$ cat config.mk
export PLATFORM = sky130hd
export DESIGN_NAME = lcd_ctrl
export DESIGN_NICKNAME = d
export VERILOG_FILES = /design/src/rtl/lcd_pkg.sv /design/src/rtl/lcd_delay_cnt.sv /design/src/rtl/lcd_ctrl.sv
export SDC_FILE = /design/constraint.sdc
export NUM_CORES = 1
export LEC_CHECK = 0
export CAP_MARGIN = 20
export CORE_MARGIN = 5
export CORE_UTILIZATION = 45
export DETAILED_ROUTE_END_ITERATION = 10
export PLACE_DENSITY = 0.74
export SYNTH_ARGS = -nofsm -noshare
export SYNTH_HDL_FRONTEND = slang
export SYNTH_SLANG_ARGS = --single-unit
$ cat constraint.sdc
create_clock -name clk -period 2.5 [get_ports clk]
set_clock_uncertainty 0.2 [all_clocks]
set_input_delay 0.5 -clock clk [delete_from_list [all_inputs] [get_ports clk]]
set_output_delay 0.5 -clock clk [all_outputs]
set_load 0.03 [all_outputs]
$ cat src/rtl/lcd_pkg.sv
// lcd_pkg: engine status codes, LCD command bytes, power-on init ROM and FSM states for lcd_ctrl
package lcd_pkg;
  localparam logic [1:0] ST_READY    = 2'b00;
  localparam logic [1:0] ST_TRANSFER = 2'b01;
  localparam logic [1:0] ST_FINISH   = 2'b10;
  localparam logic [7:0] CMD_CLEAR    = 8'h01;
  localparam logic [7:0] CMD_HOME     = 8'h02;
  localparam logic [7:0] CMD_FUNC_SET = 8'h30;
  localparam logic [7:0] CMD_DISP_ON  = 8'h0C;
  localparam logic [7:0] CMD_ENTRY    = 8'h06;
  localparam int INIT_LEN = 5;
  typedef enum logic [2:0] {PWR_WAIT, INIT_LOAD, SEND, WAIT_FIN, WAIT_RDY, SETTLE, IDLE} state_e;
  function automatic logic [7:0] init_rom(input logic [2:0] i);
    return i == 3'd0 ? CMD_FUNC_SET :
           i == 3'd1 ? CMD_FUNC_SET :
           i == 3'd2 ? CMD_DISP_ON  :
           i == 3'd3 ? CMD_CLEAR    : CMD_ENTRY;
  endfunction
  // Counter reload value for an N-cycle wait; a zero delay still waits one cycle
  function automatic int dly_ld(input int d);
    return d > 0 ? d - 1 : 0;
  endfunction
endpackage

$ cat src/rtl/lcd_delay_cnt.sv
// lcd_delay_cnt: loadable down-counter that parks at zero and flags it
module lcd_delay_cnt #(
  parameter int CNT_W = 22,
  parameter logic [CNT_W-1:0] RST_VAL = '0
) (
  input  logic             clk,
  input  logic             rst,
  input  logic             load,
  input  logic [CNT_W-1:0] load_val,
  output logic             zero
);
  logic [CNT_W-1:0] cnt_q, cnt_d;
  always_comb cnt_d = load ? load_val : (cnt_q != '0 ? cnt_q - 1'b1 : cnt_q);
  always_ff @(posedge clk) cnt_q <= rst ? RST_VAL : cnt_d;
  assign zero = cnt_q == '0;
endmodule

$ cat src/rtl/lcd_ctrl.sv
// lcd_ctrl: byte sequencer for the serial LCD engine with per-byte settle delays.
// Define LCD_CTRL_INIT_EN to build the power-on wait and init ROM sequence.
module lcd_ctrl
  import lcd_pkg::*;
#(
  parameter int PWR_DELAY  = 4000000,
  parameter int CMD_DELAY  = 7200,
  parameter int DATA_DELAY = 7200,
  parameter int CLR_DELAY  = 160000,
  parameter int CNT_W      = 22
) (
  input  logic       clk,
  input  logic       rst,
  input  logic       req_valid,
  input  logic       req_is_cmd,
  input  logic [7:0] req_data,
  output logic       req_ready,
  output logic       init_done,
  output logic       busy,
  output logic       lcd_we,
  output logic       lcd_is_cmd,
  output logic [7:0] lcd_data,
  input  logic [1:0] lcd_status
);
  localparam logic [CNT_W-1:0] CMD_LD  = CNT_W'(dly_ld(CMD_DELAY));
  localparam logic [CNT_W-1:0] DATA_LD = CNT_W'(dly_ld(DATA_DELAY));
  localparam logic [CNT_W-1:0] CLR_LD  = CNT_W'(dly_ld(CLR_DELAY));
`ifdef LCD_CTRL_INIT_EN
  localparam state_e           RST_STATE = PWR_WAIT;
  localparam logic             RST_DONE  = 1'b0;
  localparam logic [CNT_W-1:0] CNT_RST   = CNT_W'(dly_ld(PWR_DELAY));
  logic [2:0] idx_q, idx_d;
`else
  localparam state_e           RST_STATE = IDLE;
  localparam logic             RST_DONE  = 1'b1;
  localparam logic [CNT_W-1:0] CNT_RST   = '0;
`endif
  state_e state_q, state_d;
  logic is_cmd_q, is_cmd_d;
  logic [7:0] data_q, data_d;
  logic done_q, done_d;
  logic we_q, ready_q, busy_q;
  logic cnt_ld, cnt_zero;
  logic [CNT_W-1:0] settle_ld;
  // The power-on wait runs on the same counter, preloaded while in reset
  lcd_delay_cnt #(.CNT_W(CNT_W), .RST_VAL(CNT_RST)) u_cnt (
    .clk      (clk),
    .rst      (rst),
    .load     (cnt_ld),
    .load_val (settle_ld),
    .zero     (cnt_zero)
  );
  always_comb settle_ld = !is_cmd_q ? DATA_LD :
                          (data_q == CMD_CLEAR || data_q == CMD_HOME) ? CLR_LD : CMD_LD;
  always_comb begin
    state_d  = state_q;
    is_cmd_d = is_cmd_q;
    data_d   = data_q;
    done_d   = done_q;
    cnt_ld   = 1'b0;
`ifdef LCD_CTRL_INIT_EN
    idx_d    = idx_q;
`endif
    case (state_q)
`ifdef LCD_CTRL_INIT_EN
      PWR_WAIT: if (cnt_zero) state_d = INIT_LOAD;
      INIT_LOAD: begin
        is_cmd_d = 1'b1;
        data_d   = init_rom(idx_q);
        idx_d    = idx_q + 3'd1;
        state_d  = SEND;
      end
`endif
      IDLE: if (req_valid) begin
        is_cmd_d = req_is_cmd;
        data_d   = req_data;
        state_d  = SEND;
      end
      // Never write into an engine that is still busy or reporting an illegal code
      SEND:     if (lcd_status == ST_READY) state_d = WAIT_FIN;
      WAIT_FIN: if (lcd_status == ST_FINISH) state_d = WAIT_RDY;
      WAIT_RDY: if (lcd_status == ST_READY) begin
        cnt_ld  = 1'b1;
        state_d = SETTLE;
      end
      SETTLE: if (cnt_zero) begin
`ifdef LCD_CTRL_INIT_EN
        done_d  = done_q | (idx_q == 3'(INIT_LEN));
        state_d = done_d ? IDLE : INIT_LOAD;
`else
        state_d = IDLE;
`endif
      end
      default: state_d = state_q;
    endcase
  end
  always_ff @(posedge clk) begin
    if (rst) begin
      state_q  <= RST_STATE;
      is_cmd_q <= 1'b0;
      data_q   <= '0;
      done_q   <= RST_DONE;
      we_q     <= 1'b0;
      ready_q  <= RST_STATE == IDLE;
      busy_q   <= RST_STATE != IDLE;
    end else begin
      state_q  <= state_d;
      is_cmd_q <= is_cmd_d;
      data_q   <= data_d;
      done_q   <= done_d;
      we_q     <= state_d == WAIT_FIN;
      ready_q  <= state_d == IDLE;
      busy_q   <= state_d != IDLE;
    end
  end
`ifdef LCD_CTRL_INIT_EN
  always_ff @(posedge clk) idx_q <= rst ? 3'd0 : idx_d;
`endif
  assign req_ready  = ready_q;
  assign init_done  = done_q;
  assign busy       = busy_q;
  assign lcd_we     = we_q;
  assign lcd_is_cmd = is_cmd_q;
  assign lcd_data   = data_q;
endmodule

* After elaboration in Yosys (flattened, before gate mapping)
Index checks and enable logic that the tools add are counted.
Storage, ports and cells: bits in registers 37, input port bits 14, output and inout bits 13, logic and storage cells 37
Operators by class: $add $sub $neg 1, equality and inequality tests 11, multiplexer cells 12, reduce and logical (&&, ||, !) cells 6
Operators with widths (count):
- $mux W22 | 2
- $mux W18 | 2
- $logic_not A22 Y1 | 1
- $reduce_bool A22 Y1 | 1
- $sub A22 B1 Y22 const B | 1
- $mux W3 | 5
- $pmux W3 S5 | 1
- $eq A3 B3 Y1 const B | 4
- $eq A3 B2 Y1 const B | 3
- $eq A8 B1 Y1 const B | 1
- $eq A8 B2 Y1 const B | 1
- $ne A3 B3 Y1 const B | 1
- $eq A2 B2 Y1 const B | 1
- $logic_not A2 Y1 | 1
- $mux W1 | 2
- $reduce_and A2 Y1 | 1
- $reduce_bool A2 Y1 | 1
- $logic_or A1 B1 Y1 | 1

* Depth between registers and ports, before layout
word-level depth 5, depth in mapped cells 8, depth with buffers taken out 7

* Modules after synthesis
From an unflattened synthesis, not the netlist that was laid out.
Second synthesis, totals: cells, all modules 229, area, all modules 1935.6 µm²
Modules (own cells, without submodules):
- lcd_delay_cnt | times used 1, cells each 152, area an instance 1241.2 µm², seq. area each 440.4 µm²
- lcd_ctrl | times used 1, cells each 77, area an instance 694.4 µm², seq. area each 300.3 µm²

* Worst setup path after synthesis
No wires, ideal clock.
path kind reg2reg, start point register u_cnt.cnt_q[2], end point register u_cnt.cnt_q[12], library setup time 74 ps, arrival 1731 ps, required time 2226 ps, slack 495 ps, cell stages (with the launch flop) 6, path buffers 0, period minus slack after synthesis 2005 ps, path through dfxtp_1 -> or4_4 -> nor3_4 -> nand2_2 -> or4_1 -> a31oi_1
On the way: word-level cells in the longest chain between the ends 3, elaborated cells on any way between the ends 5, those cells by class add/sub: 1; mux: 2; reduce/logical: 2
Ends and longest elaborated chain:
- start: declaration | RTL line lcd_delay_cnt.sv:12 | logic [CNT_W-1:0] cnt_q, cnt_d;
- start signal: assignment | RTL line lcd_delay_cnt.sv:14 | always_ff @(posedge clk) cnt_q <= rst ? RST_VAL : cnt_d;
- $sub A22 B1 Y22 | RTL line lcd_delay_cnt.sv:13 | always_comb cnt_d = load ? load_val : (cnt_q != '0 ? cnt_q - 1'b1 : cnt_q);
- $mux W22 (2 in a row) | RTL line lcd_delay_cnt.sv:13
Several ways; a longest one is shown, not always the timed one. The select of a mux whose other input is x is not followed. A chain may end at the register's enable or synchronous reset.

* Worst setup path after layout
start point input lcd_status[1], end point register u_cnt.cnt_q[2]
On the way: word-level cells in the longest chain between the ends 4, elaborated cells on any way between the ends 5, those cells by class mux: 3; reduce/logical: 2
Ends and longest elaborated chain:
- start: declaration | RTL line lcd_ctrl.sv:23 | input logic [1:0] lcd_status
- $logic_not A2 Y1 * | RTL line lcd_ctrl.sv:82 | WAIT_RDY: if (lcd_status == ST_READY) begin
- $mux W1 * | RTL line lcd_ctrl.sv:82
- $mux W1 * | RTL line lcd_ctrl.sv:64 | case (state_q)
- $mux W22 or $reduce_bool A2 Y1 (tied branches)
Mark *: on every way between the ends. The rest lies on a longest branch, timed or not.

==> metrics.txt <==
# TYPE chip_impl_metric gauge
chip_impl_info{name="critical-path-top-delay-family",value="simple AND/OR/NAND/NOR gates"} 1
chip_impl_info{name="yosys-top-cells-count",value="dfxtp_1 (37), nand2_1 (25), nor2_1 (24)"} 1
chip_impl_metric{name="yosys.area_share.simple",unit=""} 0.293
chip_impl_metric{name="post_synthesis_cell_area",unit="mm^2"} 0.00180
chip_impl_metric{name="cts.hold.buffers_added",unit=""} 0
chip_impl_metric{name="critical_path.n_buffers_inverters",unit=""} 1
chip_impl_metric{name="dr.first_iter.drc_count",unit=""} 68
chip_impl_metric{name="die_area",unit="mm^2"} 0.00537
chip_impl_metric{name="synth.mux.area_fraction",unit=""} 0.00556
chip_impl_metric{name="drt_drc_violations_left",unit=""} 0
chip_impl_metric{name="relSlewSlack",unit=""} 0.657
chip_impl_metric{name="fp.dieH",unit="um"} 73.3
chip_impl_metric{name="floorplan.initialDensity",unit=""} 0.457
chip_impl_metric{name="clk_pin_slew_worst_paths",unit="ps"} 70
chip_impl_metric{name="pin_count_of_the_biggest_net_entering_global_routing",unit=""} 26
chip_impl_info{name="worst_setup_path_start_kind",value="primary input"} 1
chip_impl_metric{name="vdd.ir_drop.worst",unit="uV"} 428
chip_impl_metric{name="maxCapViolations",unit=""} 0
chip_impl_metric{name="ant_nets",unit=""} 0
chip_impl_metric{name="p_per_area",unit="mW/mm^2"} 1190
chip_impl_info{name="crit_path_top_delay_cell",value="or4_1"} 1
chip_impl_info{name="endpoint_kind",value="flop"} 1
chip_impl_metric{name="power.clock.fraction",unit=""} 0.154
chip_impl_info{name="cells_along_the_critical_path",value="clkdlybuf4s50_1, or4_1, and3_2, nor4_1"} 1
chip_impl_metric{name="routed_via_density",unit=""} 5.49
chip_impl_info{name="synth_top_area_cells",value="dfxtp_1 (41%), a21oi_1 (6.1%), nand2_1 (5.2%)"} 1
chip_impl_metric{name="tns",unit="ps"} 0
chip_impl_metric{name="final_util",unit=""} 0.563
chip_impl_metric{name="number_of_cell_rows",unit=""} 23
chip_impl_metric{name="period_share",unit=""} 0.863
chip_impl_metric{name="htree_levels",unit=""} 2
chip_impl_metric{name="antenna_diode_count",unit=""} 0
chip_impl_metric{name="vias",unit=""} 1653
chip_impl_metric{name="grt_first_pass_wirelength",unit="mm"} 7.29
chip_impl_info{name="regToRegEndpoint",value="u_cnt.cnt_q[12]"} 1
chip_impl_metric{name="first_pass_iters",unit=""} 4
chip_impl_metric{name="design.portCount",unit=""} 27
chip_impl_metric{name="synth.lib_cells_used.distinct",unit=""} 47
chip_impl_metric{name="switching_power",unit="uW"} 1100
chip_impl_metric{name="hold_slack",unit="ps"} 269
chip_impl_metric{name="cp_data_arrival_time",unit="ps"} 2160
chip_impl_metric{name="route.final.wire_length",unit="mm"} 4.00
chip_impl_metric{name="crit_required",unit="ps"} 2500
chip_impl_info{name="clk_root_buffer_cell",value="clkbuf_8"} 1
chip_impl_metric{name="period_minus_slack",unit="ps"} 2160
chip_impl_metric{name="dp.final_hpwl",unit="mm"} 2.91
chip_impl_metric{name="synth.net_count",unit=""} 236
chip_impl_metric{name="final_cell_count_no_fill",unit=""} 301
chip_impl_metric{name="via_count_of_the_first_global_routing_pass",unit=""} 1651
chip_impl_metric{name="grt.overflow.total",unit=""} 0
chip_impl_metric{name="resized_gates_after_cts",unit=""} 0
chip_impl_metric{name="yosys_warnings",unit=""} 0
chip_impl_metric{name="wl_per_cell",unit="um"} 13.3
chip_impl_metric{name="number_of_synthesized_register_bits",unit=""} 37
chip_impl_metric{name="grtUsageTotal",unit=""} 0.173
chip_impl_metric{name="cts_made_buffers",unit=""} 5
chip_impl_metric{name="worstMarginPinSlew",unit="ps"} 510
chip_impl_metric{name="postCtsSetupRepairBufs",unit=""} 0
chip_impl_metric{name="final_net_count",unit=""} 266
chip_impl_metric{name="path_max_fanout",unit=""} 9
chip_impl_metric{name="die_width",unit="um"} 73.3
chip_impl_info{name="unrepaired_setup_endpoints_after_global_routing",value="false"} 1
chip_impl_metric{name="power_report.internal_total",unit="uW"} 1540
chip_impl_info{name="critPathLaunch",value="lcd_status[1]"} 1
chip_impl_metric{name="synth_sequential_area_ratio",unit=""} 0.411
chip_impl_metric{name="cts.sink_count",unit=""} 37
chip_impl_metric{name="clock_tree_buffer_depth",unit=""} 2
chip_impl_metric{name="timing_max_transition_violations_final",unit=""} 0
chip_impl_metric{name="share_seq_of_total_power",unit=""} 0.351
chip_impl_metric{name="synthDominantCellAreaShare",unit=""} 0.411
chip_impl_metric{name="edff_count_synth",unit=""} 0
chip_impl_info{name="critical_path.endpoint",value="u_cnt.cnt_q[2]"} 1
chip_impl_info{name="run_status",value="finished, final reports clean"} 1
chip_impl_info{name="combinational_family_with_the_most_area_after_synthesis",value="simple AND/OR/NAND/NOR gates"} 1
chip_impl_metric{name="final_hold_viol_count",unit=""} 0
chip_impl_metric{name="number_of_cells_traversed_by_the_worst_register_to_register_path",unit=""} 5
chip_impl_info{name="crit_type",value="primary input to flop"} 1
chip_impl_metric{name="avgSynthCellArea",unit="um^2"} 8.18
chip_impl_metric{name="critical_path_cell_count",unit=""} 4
chip_impl_metric{name="synth_compound_area_frac",unit=""} 0.170
chip_impl_metric{name="synth_async_sr_flop_share",unit=""} 0
chip_impl_info{name="rr_startpoint",value="u_cnt.cnt_q[2]"} 1
chip_impl_metric{name="placeableCoreArea",unit="mm^2"} 0.00394
chip_impl_info{name="hold_class",value="flop to flop"} 1
chip_impl_metric{name="antenna_violations_before_repair",unit=""} 0
chip_impl_metric{name="synth_fa_ha_area_frac",unit=""} 0.0139
chip_impl_info{name="ys_dominant_reg_cell",value="dfxtp_1"} 1
chip_impl_metric{name="numPlacedInstances",unit=""} 293
chip_impl_metric{name="synth-xor-area-share",unit=""} 0.0681
chip_impl_metric{name="leakage",unit="uW"} 0.000831
chip_impl_info{name="synth_most_common_cell",value="dfxtp_1"} 1
chip_impl_metric{name="post_route_cells_drive_above_1_share",unit=""} 0.112
chip_impl_info{name="synthDominantAreaCellType",value="dfxtp_1"} 1
chip_impl_metric{name="pwr-share-comb",unit=""} 0.495
chip_impl_metric{name="synthCells",unit=""} 220
chip_impl_metric{name="gp_congestion",unit=""} 0.866
chip_impl_metric{name="clock_insertion_delay_worst_skew",unit="ps"} 290
chip_impl_info{name="cts_tree",value="done"} 1
chip_impl_metric{name="p_sw_frac",unit=""} 0.417
chip_impl_metric{name="finalSetupViolations",unit=""} 0
chip_impl_metric{name="portBuffers",unit=""} 25
chip_impl_metric{name="layout-area-overhead-vs-synth",unit="%"} 23.2
chip_impl_metric{name="worst_path_largest_cell_delay",unit="ps"} 690
chip_impl_metric{name="max_freq",unit="MHz"} 463
chip_impl_metric{name="timing.reg2reg.setup_slack",unit="ps"} 350
## cells in the final DEF (no fill, tap or decap), types with 2 or more instances in the layout
master / netlist / final
a211oi_1: 3 / 3
a21o_1: 2 / 2
a21oi_1: 22 / 22
a31oi_1: 2 / 2
buf_4: 1 / 10
clkbuf_8: 0 / 5
clkdlybuf4s50_1: 0 / 25
clkinv_2: 0 / 2
dfxtp_1: 37 / 37
ha_1: 2 / 2
inv_1: 3 / 3
nand2_1: 25 / 25
nand2b_1: 4 / 4
nand3_1: 5 / 5
nand3b_1: 3 / 3
nand4_1: 3 / 3
nor2_1: 24 / 24
nor3_1: 5 / 5
nor3b_1: 2 / 2
nor4_1: 9 / 9
o211ai_1: 2 / 2
o21ai_0: 13 / 13
o31ai_1: 3 / 3
or2_2: 2 / 2
or4_1: 2 / 2
xnor2_1: 4 / 4
xor2_1: 10 / 10
## worst min path at each step
stage	start	end	slack (ps)	depth (start not counted)
after floorplan	u_cnt.cnt_q[16]	u_cnt.cnt_q[16]	270	2
after global placement	lcd_is_cmd	lcd_is_cmd	260	2
after detailed placement	lcd_is_cmd	lcd_is_cmd	260	2
after CTS	lcd_is_cmd	lcd_is_cmd	270	2
after global routing	lcd_data[5]	lcd_data[5]	300	2
final	lcd_data[7]	lcd_data[7]	270	2
## through the flow
step	cell area, um^2	setup slack [ps]	total power [uW]
finish	2220	342	2640
global route	2220	196	2910
detailed placement	2140	40.4	2240
global placement	2140	89.4	2230
CTS	2220	345	2660
floorplan	1800	495	1880
## final cells by class
cell class	instances	area [um^2]
tap	50	62.6
clock buffer	6	72.6
timing repair buffer	35	325
sequential	37	741
clock inverter	2	10.0
fill	362	1720
multi-input combinational	168	996
inverter	3	11.3
## worst register-to-register path: stages, from the launching register on
cell and delay (ps):
dfxtp_1 370, or4_4 590, nor3_4 190, nand2_2 90, or4_1 480, a31oi_1 160
## cell families (layout without fill, tap and decap cells)
logic type,after synthesis,in the layout
muxes,1,1
xor gates and xnor gates,14,14
other,1,1
DFF,37,37
adders and majority gates,2,2
and+or+nand+nor,98,98
AOI/OAI and AO/OA,52,52
buffers and inverters,15,46
## registers in the layout (all words and copies together) (netlist names)
| signal | flops |
|---|---|
| lcd_data | 8 |
| lcd_we | 1 |
| u_cnt.cnt_q | 22 |
| req_ready | 1 |
| busy | 1 |
| lcd_is_cmd | 1 |
| state_q | 3 |
## layer usage
| metal | vias up | routed length, um | global-route usage | part of all wire |
|---|---|---|---|---|
| met3 | 2 | 300 | 0.0616 | 0.075 |
| met1 | 755 | 1790 | 0.213 | 0.45 |
| met2 | 51 | 1880 | 0.286 | 0.47 |
| met4 | 0 | 30 | 0.0430 | 0.0075 |
| li1 | 845 | - | - | - |
| met5 | - | 0 | 0 | 0 |
## power by group through the flow
stage / registers, uW / logic (uW) / clock network, uW
4_1_cts: 927 / 1310 / 421
3_3_place_gp: 937 / 1290 / 0
5_1_grt: 957 / 1510 / 440
2_1_floorplan: 926 / 954 / 0
3_5_place_dp: 941 / 1300 / 0
6_report: 928 / 1310 / 407
(Power assumes the default switching activity.)
